**config.mk**
```make
export PLATFORM = sky130hd
export DESIGN_NAME = route_demux_flat
export DESIGN_NICKNAME = d
export VERILOG_FILES = /design/src/rtl/route_demux_if.sv /design/src/rtl/route_demux.sv /design/src/flat_wrapper.sv
export SDC_FILE = /design/constraint.sdc
export NUM_CORES = 1
export LEC_CHECK = 0
export CAP_MARGIN = 20
export CORE_AREA = 2 2 39 41
export DETAILED_ROUTE_END_ITERATION = 16
export DIE_AREA = 0 0 41 43
export DONT_BUFFER_PORTS = 1
export HOLD_SLACK_MARGIN = 0.08
export PLACE_DENSITY = 0.41
export SETUP_SLACK_MARGIN = 0.1
export SLEW_MARGIN = 5
export SYNTH_ARGS = -nofsm -noshare
export SYNTH_HDL_FRONTEND = slang
export SYNTH_SLANG_ARGS = --single-unit
```
**constraint.sdc**
```tcl
create_clock -name clk -period 3.1 [get_ports clk]
set_clock_uncertainty 0.05 [all_clocks]
set_input_delay 0.62 -clock clk [delete_from_list [all_inputs] [get_ports clk]]
set_output_delay 0.62 -clock clk [all_outputs]
set_load 0.01 [all_outputs]
```
**src/rtl/route_demux_if.sv**
```systemverilog
// Bus bundle for route_demux: routed data, per-lane defaults, the
// selection handshake and the lane outputs. The DUT takes the slave modport.
interface route_demux_if #(
  parameter int WIDTH    = 1,
  parameter int CHANNELS = 4
);
  localparam int SELW = $clog2(CHANNELS);

  logic [WIDTH-1:0]          signal;
  logic [CHANNELS*WIDTH-1:0] defaults;
  logic                      sel_req;
  logic [SELW-1:0]           sel_new;
  logic [SELW-1:0]           sel_cur;
  logic                      sel_ack;
  logic                      sel_err;
  logic                      busy;
  logic [CHANNELS*WIDTH-1:0] q;

  modport master (
    output signal, defaults, sel_req, sel_new,
    input  sel_cur, sel_ack, sel_err, busy, q
  );

  modport slave (
    input  signal, defaults, sel_req, sel_new,
    output sel_cur, sel_ack, sel_err, busy, q
  );
endinterface

```
**src/rtl/route_demux.sv**
```systemverilog
// 1-to-N routing demux with break-before-make selection handshake.
// Optional macro ROUTE_DEMUX_REGOUT_EN registers the lane outputs (q).

// Per-lane mux: the lane carries signal only when it is the committed lane
// and the block is routing; otherwise it carries its own default.
module route_demux_lane #(
  parameter int WIDTH = 1,
  parameter int SELW  = 2,
  parameter int LANE  = 0
) (
  input  logic             route,
  input  logic [SELW-1:0]  sel_cur,
  input  logic [WIDTH-1:0] signal,
  input  logic [WIDTH-1:0] dflt,
  output logic [WIDTH-1:0] d
);
  logic hit;

  assign hit = route && (sel_cur == SELW'(LANE));
  assign d   = hit ? signal : dflt;
endmodule

module route_demux #(
  parameter int WIDTH    = 1,
  parameter int CHANNELS = 4,
  parameter int DEAD     = 1,
  parameter int SELW     = $clog2(CHANNELS)
) (
  input logic         clk,
  input logic         rst,
  route_demux_if.slave bus
);
  // A zero-length dead interval never uses the counter; keep it 1 bit wide.
  localparam int CNTW = (DEAD > 0) ? $clog2(DEAD + 1) : 1;
  localparam logic [SELW:0]   CH_LIM   = (SELW + 1)'(CHANNELS);
  localparam logic [CNTW-1:0] CNT_LOAD = CNTW'(DEAD - 1);

  typedef enum logic {ROUTE, BREAK} state_t;

  state_t          state, state_n;
  logic [SELW-1:0] sel_cur, sel_cur_n;
  logic [SELW-1:0] pend, pend_n;
  logic [CNTW-1:0] cnt, cnt_n;
  logic            ack, ack_n;
  logic            err, err_n;

  always_ff @(posedge clk) begin
    if (rst) begin
      state   <= ROUTE;
      sel_cur <= '0;
      pend    <= '0;
      cnt     <= '0;
      ack     <= 1'b0;
      err     <= 1'b0;
    end else begin
      state   <= state_n;
      sel_cur <= sel_cur_n;
      pend    <= pend_n;
      cnt     <= cnt_n;
      ack     <= ack_n;
      err     <= err_n;
    end
  end

  always_comb begin
    state_n   = state;
    sel_cur_n = sel_cur;
    pend_n    = pend;
    cnt_n     = cnt;
    ack_n     = 1'b0;
    err_n     = 1'b0;
    case (state)
      ROUTE: begin
        if (bus.sel_req) begin
          if ({1'b0, bus.sel_new} >= CH_LIM) begin
            ack_n = 1'b1;
            err_n = 1'b1;
          end else if (bus.sel_new == sel_cur) begin
            ack_n = 1'b1;
          end else if (DEAD == 0) begin
            sel_cur_n = bus.sel_new;
            ack_n     = 1'b1;
          end else begin
            pend_n  = bus.sel_new;
            cnt_n   = CNT_LOAD;
            state_n = BREAK;
          end
        end
      end
      BREAK: begin
        // Requests are dropped here; only the dead counter advances.
        if (cnt == '0) begin
          sel_cur_n = pend;
          state_n   = ROUTE;
          ack_n     = 1'b1;
        end else begin
          cnt_n = cnt - CNTW'(1);
        end
      end
      default: state_n = ROUTE;
    endcase
  end

  assign bus.sel_cur = sel_cur;
  assign bus.sel_ack = ack;
  assign bus.sel_err = err;
  assign bus.busy    = (state == BREAK);

  logic [CHANNELS-1:0][WIDTH-1:0] dflt_a;
  logic [CHANNELS-1:0][WIDTH-1:0] lane_d;
  logic                           route;

  assign dflt_a = bus.defaults;
  assign route  = (state == ROUTE);

  for (genvar k = 0; k < CHANNELS; k++) begin : g_lane
    route_demux_lane #(
      .WIDTH (WIDTH),
      .SELW  (SELW),
      .LANE  (k)
    ) u_lane (
      .route   (route),
      .sel_cur (sel_cur),
      .signal  (bus.signal),
      .dflt    (dflt_a[k]),
      .d       (lane_d[k])
    );
  end

`ifdef ROUTE_DEMUX_REGOUT_EN
  logic [CHANNELS-1:0][WIDTH-1:0] q_r;

  always_ff @(posedge clk) begin
    if (rst) q_r <= '0;
    else     q_r <= lane_d;
  end

  assign bus.q = q_r;
`else
  assign bus.q = lane_d;
`endif
endmodule

```
**src/flat_wrapper.sv**
```systemverilog
// flat-port wrapper written by rule: the top's interface ports become plain ports
module route_demux_flat 
#(
  parameter int WIDTH    = 1,
  parameter int CHANNELS = 4,
  parameter int DEAD     = 1,
  parameter int SELW     = $clog2(CHANNELS)
)
  (clk, rst, bus_signal, bus_defaults, bus_sel_req, bus_sel_new, bus_sel_cur, bus_sel_ack, bus_sel_err, bus_busy, bus_q);
  route_demux_if #(.WIDTH(WIDTH), .CHANNELS(CHANNELS)) bus_i ();
  input logic clk;
  input logic rst;
  input wire logic [$bits(bus_i.signal)-1:0] bus_signal;
  input wire logic [$bits(bus_i.defaults)-1:0] bus_defaults;
  input wire logic [$bits(bus_i.sel_req)-1:0] bus_sel_req;
  input wire logic [$bits(bus_i.sel_new)-1:0] bus_sel_new;
  output wire logic [$bits(bus_i.sel_cur)-1:0] bus_sel_cur;
  output wire logic [$bits(bus_i.sel_ack)-1:0] bus_sel_ack;
  output wire logic [$bits(bus_i.sel_err)-1:0] bus_sel_err;
  output wire logic [$bits(bus_i.busy)-1:0] bus_busy;
  output wire logic [$bits(bus_i.q)-1:0] bus_q;
  assign bus_i.signal = bus_signal;
  assign bus_i.defaults = bus_defaults;
  assign bus_i.sel_req = bus_sel_req;
  assign bus_i.sel_new = bus_sel_new;
  assign bus_sel_cur = bus_i.sel_cur;
  assign bus_sel_ack = bus_i.sel_ack;
  assign bus_sel_err = bus_i.sel_err;
  assign bus_busy = bus_i.busy;
  assign bus_q = bus_i.q;
  route_demux #(.WIDTH(WIDTH), .CHANNELS(CHANNELS), .DEAD(DEAD), .SELW(SELW)) u_core (.clk(clk), .rst(rst), .bus(bus_i));
endmodule
```
==> impl_metrics.toml <==
[worst_setup_path]
rrSetupSlack_ns = 1.88
cp-end-kind = "primary output"
worstSetupPathType = "reg2out"
arrival_ns = 1.37
worst_setup_path_start_kind = "flop"
required_ns = 2.43
crit_fanout = 9

[global_route]
grt_max_degree = 10
first_global_vias = 229
grt_pass1_wl_mm = 1.01
antenna_found_initial = 0
grt_overflow = 0
track_usage_pct = 9.42

[synthesis]
synth_xor_area_share_pct = 4.90
synthCells = 40
synth_compound_area_share_pct = 5.59
synth_fa_ha_area_share_pct = 0
synth_top_family_by_area = "simple AND/OR/NAND/NOR gates"
synth_area_um2 = 358
synth-seq-area-share_pct = 33.6
ys_ff_latch = 6
muxShareOfSynthArea_pct = 21.0
yosysWarnings = 0
syn-num-nets = 50
synthSimpleGateAreaFrac_pct = 22.0
avgSynthCellArea_um2 = 8.95
yosysUniqueCellTypes = 16

[placement]
dpl.hpwl_um = 524
post-place-cells = 50
placed_area_um2 = 335
post-place-ws_ns = 1.31
io_buffer_count = 0
gp_congestion = 0.586

[drt]
drt_iter0_markers = 6
wl_per_cell_um = 12.5
drcViolationCount = 0
final_antenna_net_count = 0
first_pass_iters = 4
wl_um = 665
via_per_inst = 4.58
vias = 243

[pwr]
power.density_mw_per_mm2 = 504
peakVddDrop_v = 0.0000941
p_leak_nw = 0.126

[cells_and_area]
diodes = 0
final_area_um2 = 358
drive_gt1_share_pct = 21.6
area_delta_synth_final_pct = 0
multi_input_area_um2 = 195
post-route-util_pct = 25.9
fill_cells = 152
nNetsFinal = 49
final_cells = 53
ff_latch_area_um2 = 120

[clocking]
ctsHtreeMaxLevel = 1
cts-hold-fix-buffers = 0
cts_buffers = 3
clock_path_buffers = 2
cts_resized = 0
clockRootBuffer = "clkbuf_4"
cts.sinks = 6
insertion_delay_ns = 0.24
cts_setup_buffers = 0
cts_tree = "yes"
clk_pin_slew_ns = 0.05

[sta]
final_max_slew_viol_count = 0
setup_violations = 0
fmax_mhz = 491
period_share_pct = 65.7
worst_slack_ns = 1.06
rsz0062_at_grt = "no"
fin_crit_ns = 2.04
tns_ns = 0
hold_viol_final = 0

[floorplanning]
rows = 14
pin_count = 19
fp.coreArea_mm2 = 0.00138
initial_core_util_pct = 25.9
die_area_mm2 = 0.00176
die_h_um = 43
die_w_um = 41

[worst_hold_path]
hold_path.class = "in2reg"

[run]
maxCapViolations = 0

[status]
status = "finished, final reports clean"
[per-layer routing]
metal | part of all wire [%] | track usage, %
met5 | 0 | 0
met4 | 0 | 10.0
met3 | 15 | 6.81
met2 | 44 | 10.0
met1 | 41 | 10.9
[sequential cells by signal (all words and copies together), names as in the netlist]
| name | flops |
|---|---|
| u_core.pend | 2 |
| u_core.bus.busy | 1 |
| u_core.bus.sel_cur | 2 |
| u_core.bus.sel_ack | 1 |
[power breakdown]
| part | switching [mW] | internal, mW | leakage, nW |
|---|---|---|---|
| sequential | 0.00532 | 0.0814 | 0.0490 |
| combinational | 0.00911 | 0.0108 | 0.0630 |
| clock | 0.0298 | 0.0439 | 0.0138 |
[cells in the final DEF, fill, tap and decap left out]
| master | Yosys | routed |
|---|---|---|
| mux2_2 | 4 | 4 |
| nor2b_1 | 1 | 1 |
| a31oi_1 | 1 | 1 |
| mux2i_1 | 3 | 3 |
| a21oi_2 | 1 | 1 |
| clkbuf_4 | 0 | 3 |
| a21oi_1 | 1 | 1 |
| conb_1 | 1 | 1 |
| xnor2_1 | 2 | 2 |
| nand3b_1 | 1 | 1 |
| nand2b_1 | 6 | 6 |
| dfxtp_1 | 6 | 6 |
| nor3_1 | 1 | 1 |
| nor2_1 | 4 | 4 |
| nand2_1 | 2 | 2 |
[worst paths after layout]
check,cells past startpoint,startpoint,endpoint
worst max-delay path,3,u_core.bus.busy,bus_q[2]
worst max register to register,3,u_core.bus.sel_cur[1],u_core.pend[1]
worst min-delay path,1,rst,u_core.bus.busy
worst min register to register,2,u_core.pend[1],u_core.bus.sel_cur[1]
[cells by family (layout without fill, tap and decap cells)]
family / Yosys count / count (layout)
compound gates: 3 / 3
other cells: 1 / 1
flops: 6 / 6
mux: 7 / 7
xor+xnor: 2 / 2
simple gates: 15 / 15
buf+inv: 6 / 3
[final cells by class]
type	instances	share of cell area, %
well taps	16	5.59
flip-flops and latches	6	33.6
clock buffers	3	6.29
multi-input cells	28	54.5
[per-stage QoR]
stage | hold WS [ns] | power [mW]
after floorplan | 0.381 | 0.112
after global placement | 0.401 | 0.108
after detailed placement | 0.397 | 0.108
after CTS | 0.378 | 0.184
after global routing | 0.377 | 0.190
final | 0.390 | 0.180
[cell usage after synthesis]
master / n / area, um^2
nand2_1: 2 / 7.51
xnor2_1: 2 / 17.5
a21oi_1: 1 / 5.00
nor3_1: 1 / 5.00
nor2_1: 4 / 15.0
a31oi_1: 1 / 6.26
conb_1: 1 / 3.75
buf_4: 5 / 37.5
nand3b_1: 1 / 7.51
a21oi_2: 1 / 8.76
dfxtp_1: 6 / 120
nor2b_1: 1 / 6.26
mux2i_1: 3 / 30.0
nand2b_1: 6 / 37.5
mux2_2: 4 / 45.0
buf_2: 1 / 5.00
[critical path, stage by stage (launching register included)]
cell and delay, ns:
dfxtp_1 0.41, nand2b_1 0.22, nor2_1 0.12, mux2_2 0.37
Note: power is estimated with default switching activity, not from simulation.
